--- src/rtl/inst_encoder_pkg.sv ---
// ============================================================================
//  inst_encoder_pkg
//  Shared ALU operation codes and RV32I opcode/funct constants.
//  Revision: 1.0
// ============================================================================
`default_nettype none

package inst_encoder_pkg;

    // ALU operation codes shared by the ALU control decoder and this encoder.
    // Code 0 and codes 11..15 are not defined.
    localparam logic [3:0] ALU_NONE = 4'd0;
    localparam logic [3:0] ALU_ADD  = 4'd1;
    localparam logic [3:0] ALU_SUB  = 4'd2;
    localparam logic [3:0] ALU_AND  = 4'd3;
    localparam logic [3:0] ALU_OR   = 4'd4;
    localparam logic [3:0] ALU_XOR  = 4'd5;
    localparam logic [3:0] ALU_SLL  = 4'd6;
    localparam logic [3:0] ALU_SRL  = 4'd7;
    localparam logic [3:0] ALU_SRA  = 4'd8;
    localparam logic [3:0] ALU_EQ   = 4'd9;
    localparam logic [3:0] ALU_NE   = 4'd10;

    localparam logic [6:0] OPC_R = 7'b0110011;
    localparam logic [6:0] OPC_I = 7'b0010011;
    localparam logic [6:0] OPC_B = 7'b1100011;

    localparam logic [2:0] F3_ADD = 3'b000;
    localparam logic [2:0] F3_SLL = 3'b001;
    localparam logic [2:0] F3_XOR = 3'b100;
    localparam logic [2:0] F3_SR  = 3'b101;
    localparam logic [2:0] F3_OR  = 3'b110;
    localparam logic [2:0] F3_AND = 3'b111;
    localparam logic [2:0] F3_BEQ = 3'b000;
    localparam logic [2:0] F3_BNE = 3'b001;

    localparam logic [6:0] F7_BASE = 7'b0000000;
    localparam logic [6:0] F7_ALT  = 7'b0100000;

endpackage

`default_nettype wire

--- src/rtl/inst_pack.sv ---
// ============================================================================
//  inst_pack
//  Combinational packing of an ALU command into an RV32I instruction word.
//  Revision: 1.0
// ============================================================================
`default_nettype none

module inst_pack
    import inst_encoder_pkg::*;
#(
    parameter int ALUOP_W = 4
) (
    input  logic [ALUOP_W-1:0] aluop,
    input  logic               use_imm,
    input  logic [4:0]         rd,
    input  logic [4:0]         rs1,
    input  logic [4:0]         rs2,
    input  logic [12:0]        imm,
    output logic [31:0]        word,
    output logic               illegal
);

    logic [2:0] w_f3;
    logic [6:0] w_f7;
    logic       w_shift;
    logic       w_branch;

    always_comb begin
        w_f3     = F3_ADD;
        w_f7     = F7_BASE;
        w_shift  = 1'b0;
        w_branch = 1'b0;
        illegal  = 1'b0;
        case (aluop)
            ALU_ADD: w_f3 = F3_ADD;
            ALU_SUB: begin w_f3 = F3_ADD; w_f7 = F7_ALT; illegal = use_imm; end
            ALU_AND: w_f3 = F3_AND;
            ALU_OR:  w_f3 = F3_OR;
            ALU_XOR: w_f3 = F3_XOR;
            ALU_SLL: begin w_f3 = F3_SLL; w_shift = 1'b1; end
            ALU_SRL: begin w_f3 = F3_SR;  w_shift = 1'b1; end
            ALU_SRA: begin w_f3 = F3_SR;  w_shift = 1'b1; w_f7 = F7_ALT; end
            ALU_EQ:  begin w_f3 = F3_BEQ; w_branch = 1'b1; end
            ALU_NE:  begin w_f3 = F3_BNE; w_branch = 1'b1; end
            default: illegal = 1'b1;
        endcase

        // Branches ignore use_imm; shifts keep funct7 above the 5-bit shamt.
        if (w_branch)
            word = {imm[12], imm[10:5], rs2, rs1, w_f3, imm[4:1], imm[11], OPC_B};
        else if (!use_imm)
            word = {w_f7, rs2, rs1, w_f3, rd, OPC_R};
        else if (w_shift)
            word = {w_f7, imm[4:0], rs1, w_f3, rd, OPC_I};
        else
            word = {imm[11:0], rs1, w_f3, rd, OPC_I};
    end

endmodule

`default_nettype wire

--- src/rtl/inst_encoder.sv ---
// ============================================================================
//  inst_encoder
//  Command-to-instruction encoder with ready/valid write port and address counter.
//  Revision: 1.0
// ============================================================================
`default_nettype none

module inst_encoder
    import inst_encoder_pkg::*;
#(
    parameter int inst_width  = 32,
    parameter int ALUop_width = 4,
    parameter int addr_width  = 10
) (
    input  logic                   clk,
    input  logic                   rst,
    input  logic                   cmd_valid,
    output logic                   cmd_ready,
    input  logic [ALUop_width-1:0] cmd_aluop,
    input  logic                   cmd_use_imm,
    input  logic [4:0]             cmd_rd,
    input  logic [4:0]             cmd_rs1,
    input  logic [4:0]             cmd_rs2,
    input  logic [12:0]            cmd_imm,
    output logic                   wr_valid,
    input  logic                   wr_ready,
    output logic [addr_width-1:0]  wr_addr,
    output logic [inst_width-1:0]  wr_data,
    output logic                   err_illegal,
    output logic [7:0]             illegal_cnt
);

    logic [31:0]           w_word;
    logic                  w_illegal;
    logic                  w_accept;
    logic                  w_drain;
    logic                  r_wr_valid;
    logic [addr_width-1:0] r_wr_addr;
    logic [inst_width-1:0] r_wr_data;
    logic                  r_err;
    logic [7:0]            r_cnt;

    inst_pack #(
        .ALUOP_W (ALUop_width)
    ) u_pack (
        .aluop   (cmd_aluop),
        .use_imm (cmd_use_imm),
        .rd      (cmd_rd),
        .rs1     (cmd_rs1),
        .rs2     (cmd_rs2),
        .imm     (cmd_imm),
        .word    (w_word),
        .illegal (w_illegal)
    );

    assign cmd_ready = !r_wr_valid || wr_ready;
    assign w_accept  = cmd_valid && cmd_ready;
    assign w_drain   = r_wr_valid && wr_ready;

    always_ff @(posedge clk or posedge rst) begin
        if (rst) begin
            r_wr_valid <= 1'b0;
            r_wr_addr  <= '0;
            r_wr_data  <= '0;
            r_err      <= 1'b0;
            r_cnt      <= 8'd0;
        end else begin
            // Address advances on every completed write; wraps by natural overflow.
            if (w_drain)
                r_wr_addr <= r_wr_addr + 1'b1;

            if (w_accept)
                r_wr_valid <= !w_illegal;
            else if (w_drain)
                r_wr_valid <= 1'b0;

            if (w_accept && !w_illegal)
                r_wr_data <= inst_width'(w_word);

            r_err <= w_accept && w_illegal;
            if (w_accept && w_illegal && (r_cnt != 8'hFF))
                r_cnt <= r_cnt + 8'd1;
        end
    end

    assign wr_valid    = r_wr_valid;
    assign wr_addr     = r_wr_addr;
    assign wr_data     = r_wr_data;
    assign err_illegal = r_err;
    assign illegal_cnt = r_cnt;

endmodule

`default_nettype wire

--- config.mk ---
export PLATFORM = sky130hd
export DESIGN_NAME = inst_encoder
export DESIGN_NICKNAME = d
export VERILOG_FILES = /design/src/rtl/inst_encoder_pkg.sv /design/src/rtl/inst_pack.sv /design/src/rtl/inst_encoder.sv
export SDC_FILE = /design/constraint.sdc
export NUM_CORES = 1
export LEC_CHECK = 0
export CAP_MARGIN = 5
export CORE_MARGIN = 2
export CORE_UTILIZATION = 30
export CTS_CLUSTER_DIAMETER = 60
export DETAILED_ROUTE_END_ITERATION = 12
export HOLD_SLACK_MARGIN = 0.1
export PLACE_DENSITY = 0.61
export SLEW_MARGIN = 20
export SYNTH_ARGS = -nofsm -noshare
export SYNTH_HDL_FRONTEND = slang
export SYNTH_SLANG_ARGS = --single-unit
--- constraint.sdc ---
create_clock -name clk -period 1.5 [get_ports clk]
set_clock_uncertainty 0.05 [all_clocks]
set_input_delay 0.375 -clock clk [delete_from_list [all_inputs] [get_ports clk]]
set_output_delay 0.375 -clock clk [all_outputs]
set_load 0.01 [all_outputs]
==> results of run 1 <==
==> critical path: cells and delay by family <==
kind                   cells  cell delay, ns
buffers and inverters      2            0.64
AND/OR/NAND/NOR            2            0.35
multiplexers               1            0.32
==> placed cells by master (no fill, tap or decap), types with 2 or more instances in the layout <==
cell type,count
nand2b_1,3
clkinvlp_4,2
a31oi_1,2
o21ai_2,6
nand2_1,15
o21ai_1,8
clkbuf_8,6
nand2_2,8
nor2_1,4
clkbuf_16,3
xnor2_1,10
nand2_4,2
buf_6,5
dlygate4sd2_1,50
nand2b_4,3
clkdlybuf4s50_1,29
clkbuf_2,3
buf_4,43
and3_1,6
buf_12,3
mux2i_1,11
mux2_4,12
a22o_1,6
buf_2,4
nor4_4,2
nand3_1,4
dfrtp_1,49
a21oi_4,2
nand4_1,3
a21oi_1,3
xor2_1,4
buf_8,2
conb_1,2
==> layer usage <==
metal / up-vias / track usage, % / wire length, µm
li1: 967 / - / -
met3: 2 / 2.74 / 251
met5: - / 0 / 0
met1: 937 / 20.2 / 2770
met4: 0 / 3.03 / 21
met2: 56 / 22.7 / 2820
==> kinds of logic (layout without fill, tap and decap cells) <==
kind of cell               Yosys count  in the layout  synth area share (%)
and+or+nand+nor                     59             59                  14.2
DFF                                 49             49                  53.6
AOI/OAI and AO/OA                   32             32                  10.2
muxes                               24             24                  11.2
xor gates and xnor gates            14             14                  5.36
buffers and inverters               14            155                  3.67
adders and majority gates            3              3                  1.59
other                                1              2                 0.164
==> power by group through the flow <==
stage | logic, µW | registers [µW] | clock network (µW)
detailed placement | 1630 | 1840 | 0
global placement | 1610 | 1830 | 0
global route | 1870 | 1830 | 1080
finish | 1730 | 1780 | 972
floorplan | 489 | 1980 | 0
CTS | 1690 | 1780 | 1010
==> how the worst max path moves through the flow <==
stage | startpoint | cells after the start | slack [ns] | endpoint
after global routing | wr_valid | 6 | -0.12 | illegal_cnt[4]
after detailed placement | cmd_aluop[0] | 6 | -0.68 | wr_data[30]
final | cmd_valid | 5 | -0.06 | illegal_cnt[4]
after CTS | wr_valid | 6 | -0.07 | wr_data[18]
after global placement | cmd_aluop[0] | 6 | -0.67 | illegal_cnt[4]
after floorplan | cmd_aluop[0] | 5 | -0.11 | illegal_cnt[1]
==> Yosys cell counts, drive strengths merged (3+ instances only) <==
| library cell | n | area (µm²) |
|---|---|---|
| inv | 3 | 11.3 |
| nor2 | 6 | 25.0 |
| nand2b | 7 | 53.8 |
| xor2 | 4 | 35.0 |
| mux2i | 11 | 110 |
| o21ai | 14 | 70.1 |
| a21oi | 6 | 52.6 |
| xnor2 | 10 | 87.6 |
| nand4 | 3 | 18.8 |
| a22o | 6 | 52.6 |
| dfrtp | 49 | 1230 |
| nand3 | 5 | 25.0 |
| and3 | 6 | 37.5 |
| mux2 | 13 | 146 |
| nand2 | 25 | 96.4 |
| buf | 10 | 68.8 |
==> registers in the layout, indices dropped and copies added (netlist names) <==
name / flops
wr_valid: 1
illegal_cnt: 8
wr_data: 29
wr_addr: 10
err_illegal: 1
==> cell type report <==
type                            instances  share of cell area (%)
Timing Repair Buffer                  144                    33.4
Inverter                                3                   0.378
Clock buffer                            6                    2.08
Sequential cell                        49                    30.8
Clock inverter                          2                   0.944
Multi-Input combinational cell        134                    29.2
Tap cell                               99                    3.12
==> stage by stage <==
| step | cells | total power [µW] | setup slack (ns) | setup TNS [ns] |
|---|---|---|---|---|
| after CTS | 433 | 4480 | -0.0688 | -0.646 |
| after floorplan | 197 | 2470 | -0.114 | -0.411 |
| after global routing | 437 | 4770 | -0.119 | -1.43 |
| after global placement | 411 | 3450 | -0.672 | -23.70 |
| final | 437 | 4480 | -0.0571 | -0.314 |
| after detailed placement | 411 | 3470 | -0.681 | -24.61 |
==> repair_timing <==
| item | in CTS | in global routing |
|---|---|---|
| setup endpoints to repair | 90 | 34 |
| hold buffers | 0 | 0 |
| pin swaps | 9 | 20 |
| gates resized for setup | 97 | 29 |
| gates cloned | 2 | 1 |
| setup buffers | 12 | 3 |
==> impl_metrics.tcl, run 1 <==
set metrics [dict create \
    status "finished with violations" \
    violations "negative setup slack" \
    regToRegEndpoint "illegal_cnt[4]" \
    wl_per_cell_um 13.4 \
    hold_ws_ns 0.326 \
    io-pin-count 90 \
    dieWidth_um 91.3 \
    ys_seq_area_share_pct 53.6 \
    antenna_found_initial 0 \
    path_clk_slew_ns 0.09 \
    drv_slew 0 \
    hpwl_um 4040 \
    detail-route-antenna-nets 0 \
    critPathKind "in -> reg" \
    critical-path-max-stage-delay_ns 0.51 \
    max_freq_mhz 642 \
    cts.sinks 49 \
    cts_tree "done" \
    place_area_um2 3580 \
    synth.avg_cell_area_um2 11.7 \
    viasPerCell 4.49 \
    area_growth_pct 73.9 \
    pwr-share-comb_pct 38.6 \
    max_cap_violations 0 \
    clockBufferDepth 2 \
    core_area_um2 7330 \
    worst-r2r-cell-count 6 \
    clk_latency_ns 0.29 \
    port_buffers 87 \
    first_global_vias 1902 \
    setup_viol 15 \
    nFillCells 661 \
    grt_max_degree 23 \
    nets 376 \
    dieArea_um2 8330 \
    drive_gt1_share_pct 36.1 \
    fin_area_um2 3980 \
    track_usage_pct 14.2 \
    multi_input_area_um2 1160 \
    cts_made_buffers 5 \
    switchingPower_uw 1340 \
    grt_overflow 0 \
    cpMaxStageDelayCell "clkdlybuf4s50_1" \
    synthArstFlopShare_pct 100 \
    power_density_nw_per_um2 1130 \
    syn_area_um2 2290 \
    start_util_pct 31.2 \
    drt_first_pass_iters 4 \
    fin_ws_ns -0.0571 \
    leakage_uw 0.00197 \
    min_path_type "in -> async" \
    final_core_util_pct 54.2 \
    timing.final.crit_period_ns 1.56 \
    cp.required_ns 1.63 \
    crit_fanout 3 \
    switching_share_pct 29.9 \
    antenna_cells 0 \
    gp_congestion 0.819 \
    p_clk_share_pct 21.7 \
    r2r-start "wr_valid" \
    seqPwrFrac_pct 39.7 \
    ys.flop_type "dfrtp_1" \
    drt_iter0_markers 52 \
    period_share_pct 104 \
    rsz0062_at_grt "yes" \
    postSynthCellCount 196 \
    hold_viol_final 0 \
    synth-edff-count 0 \
    grt_pass1_wl_um 9500 \
    synthDistinctLibCells 42 \
    start_kind "primary input" \
    internal-power_uw 3140 \
    vias 1962 \
    yosys_register_bits 49 \
    worstPathCellList "clkdlybuf4s50_1 -> nand2_4 -> buf_6 -> nor4_4 -> mux2_4" \
    cp-end-kind "register" \
    ir_drop_v 0.000662 \
    drc 0 \
    row_count 31 \
    die_h_um 91.3 \
    yosys_warnings 0 \
    h-tree-depth 2 \
    regArea_um2 1230 \
    cp.arrival_ns 1.69 \
    rrSetupSlack_ns -0.04 \
    drt_wl_total_um 5860 \
    root_buffer "clkbuf_8" \
]
No activity file was read; power rests on OpenSTA's default activity.
==> run 2: changes to the inputs <==
--- a/config.mk
+++ b/config.mk
@@ -7,11 +7,11 @@
 export LEC_CHECK = 0
 export CAP_MARGIN = 5
 export CORE_MARGIN = 2
-export CORE_UTILIZATION = 30
+export CORE_UTILIZATION = 33
 export CTS_CLUSTER_DIAMETER = 60
 export DETAILED_ROUTE_END_ITERATION = 12
-export HOLD_SLACK_MARGIN = 0.1
-export PLACE_DENSITY = 0.61
+export HOLD_SLACK_MARGIN = 0.02
+export PLACE_DENSITY = 0.66
 export SLEW_MARGIN = 20
 export SYNTH_ARGS = -nofsm -noshare
 export SYNTH_HDL_FRONTEND = slang
==> run 2 against run 1 <==
The run still ends with negative setup slack left. Global-route usage is 2.2 points higher. Flip-flop and latch count did not move. Setup slack got worse by 0.0039 ns. Fmax decreased by 0.25%. Die area shrank 8.7%. Critical endpoint is now illegal_cnt[1]. Largest power group is now combinational cells. Highest routed layer unchanged.
==> impl_metrics.tcl, run 2 (synthesis results as in run 1) <==
set metrics [dict create \
    clockBufferDepth 2 \
    cpLargestDelayFamily "buffers and inverters" \
    period_share_pct 104 \
    hold_viol_final 0 \
    cts_tree "done" \
    core_area_um2 6760 \
    final_core_util_pct 60.7 \
    hold_ws_ns 0.402 \
    drv_slew 0 \
    wl_per_cell_um 14.8 \
    rrSetupSlack_ns -0.06 \
    drive_gt1_share_pct 39.8 \
    start_kind "primary input" \
    fin_tns_setup_ns -0.524 \
    cp.arrival_ns 1.70 \
    dpl.cell_count 386 \
    pwr-share-comb_pct 38.9 \
    leakage_uw 0.00204 \
    nets 382 \
    final_cell_mix "50 x dlygate4sd2_1, 49 x dfrtp_1, 46 x buf_4, 29 x clkdlybuf4s50_1" \
    grt_pass1_wl_um 9790 \
    worstPathCellList "dlygate4sd2_1 -> nand2b_4 -> a21oi_4 -> buf_6 -> nor4_4 -> buf_4 -> mux2_4" \
    cp.required_ns 1.64 \
    timing.final.crit_period_ns 1.56 \
    rsz0062_at_grt "yes" \
    track_usage_pct 16.4 \
    layout_commonest_cell "dlygate4sd2_1" \
    cp-end-kind "register" \
    seqPwrFrac_pct 37.9 \
    h-tree-depth 2 \
    vias 2040 \
    max_freq_mhz 641 \
    detail-route-antenna-nets 0 \
    fin_cells 424 \
    p_clk_share_pct 23.2 \
    critical-path-max-stage-delay_ns 0.30 \
    first_global_vias 2098 \
    largest_register_ffs 29 \
    antenna_cells 0 \
    gp_congestion 0.841 \
    internal-power_uw 3320 \
    crit_fanout 5 \
    max_cap_violations 0 \
    power_density_nw_per_um2 1160 \
    cpMaxStageDelayCell "mux2_4" \
    violations "negative setup slack" \
    switchingPower_uw 1430 \
    drt_wl_total_um 6280 \
    min_path_type "in -> async" \
    drc 0 \
    grt_max_degree 29 \
    power.total_uw 4750 \
    ir_drop_v 0.000578 \
    root_buffer "clkbuf_8" \
    dieArea_um2 7610 \
    cts.sinks 49 \
    dieWidth_um 87.2 \
    drt_first_pass_iters 4 \
    clk_latency_ns 0.30 \
    die_h_um 87.2 \
    critPathKind "in -> reg" \
    area_growth_pct 79.5 \
    cts_made_buffers 5 \
    hpwl_um 4020 \
    fin_ws_ns -0.0610 \
    drt_iter0_markers 52 \
    start_util_pct 33.8 \
    row_count 30 \
    grt_overflow 0 \
    path_clk_slew_ns 0.09 \
    status "finished with violations" \
    setup_viol 17 \
    viasPerCell 4.81 \
    antenna_found_initial 0 \
    critPathBufInv 3 \
    port_buffers 87 \
    io-pin-count 90 \
    switching_share_pct 30.1 \
]
run 2: changes by cell type in the layout (fill, tap and decap cells not counted), sizes merged:
cell and change:
buf +8, bufinv +1, clkbuf -1, clkinvlp -1
clkdlybuf4s15 -2, clkinv +1
run 2: stage by stage:
step | setup slack (ns) | cell area (µm²)
global route | -0.120 | 4100
detailed placement | -0.697 | 3500
finish | -0.0610 | 4100
CTS | -0.0739 | 3890
global placement | -0.662 | 3500
floorplan | -0.114 | 2370
run 2: layer usage:
metal / global-route usage (%) / wire [µm] / share of wire (%) / vias to the layer above
met5: 0 / 0 / 0 / -
met4: 4.06 / 68 / 1.1 / 0
met3: 3.51 / 265 / 4.2 / 7
met2: 28.6 / 3190 / 51 / 53
met1: 20.8 / 2750 / 44 / 1003
li1: - / - / - / 977
run 2: cell type report:
class | instances | area [µm²]
clock buffers | 5 | 68.8
clock inverters | 3 | 65.1
fillers | 579 | 2650
inverters | 3 | 15.0
multi-input cells | 134 | 1220
flip-flops and latches | 49 | 1230
well taps | 80 | 100
repair buffers | 150 | 1410
run 2: power groups by stage:
stage	Clock, µW	Sequential, µW	Combinational, µW
after floorplan	0	1980	489
after global placement	0	1840	1560
after detailed placement	0	1860	1580
after CTS	1130	1760	1720
after global routing	1200	1840	2000
final	1100	1800	1850
run 2: timing repair:
action                                  4_1_cts  5_1_grt
hold buffers                                  0        0
gates resized for setup                      97       53
pin swaps                                    21       27
setup buffers                                21        6
endpoints found under the setup margin       89       40
gates cloned                                  2        3
run 2: worst paths after layout:
kind,startpoint,to,cells past startpoint
max,cmd_use_imm,illegal_cnt[1],7
min,rst,wr_data[19],3
max reg2reg,wr_valid,illegal_cnt[1],6
min reg2reg,wr_addr[9],wr_addr[9],1
max in group asynchronous,rst,wr_addr[7],3
min in group clk,wr_addr[9],wr_addr[9],1
run 2: worst min-delay path, cell delays in order:
cell and delay, ns:
clkdlybuf4s50_1 0.44, clkinvlp_4 0.10, buf_12 0.19
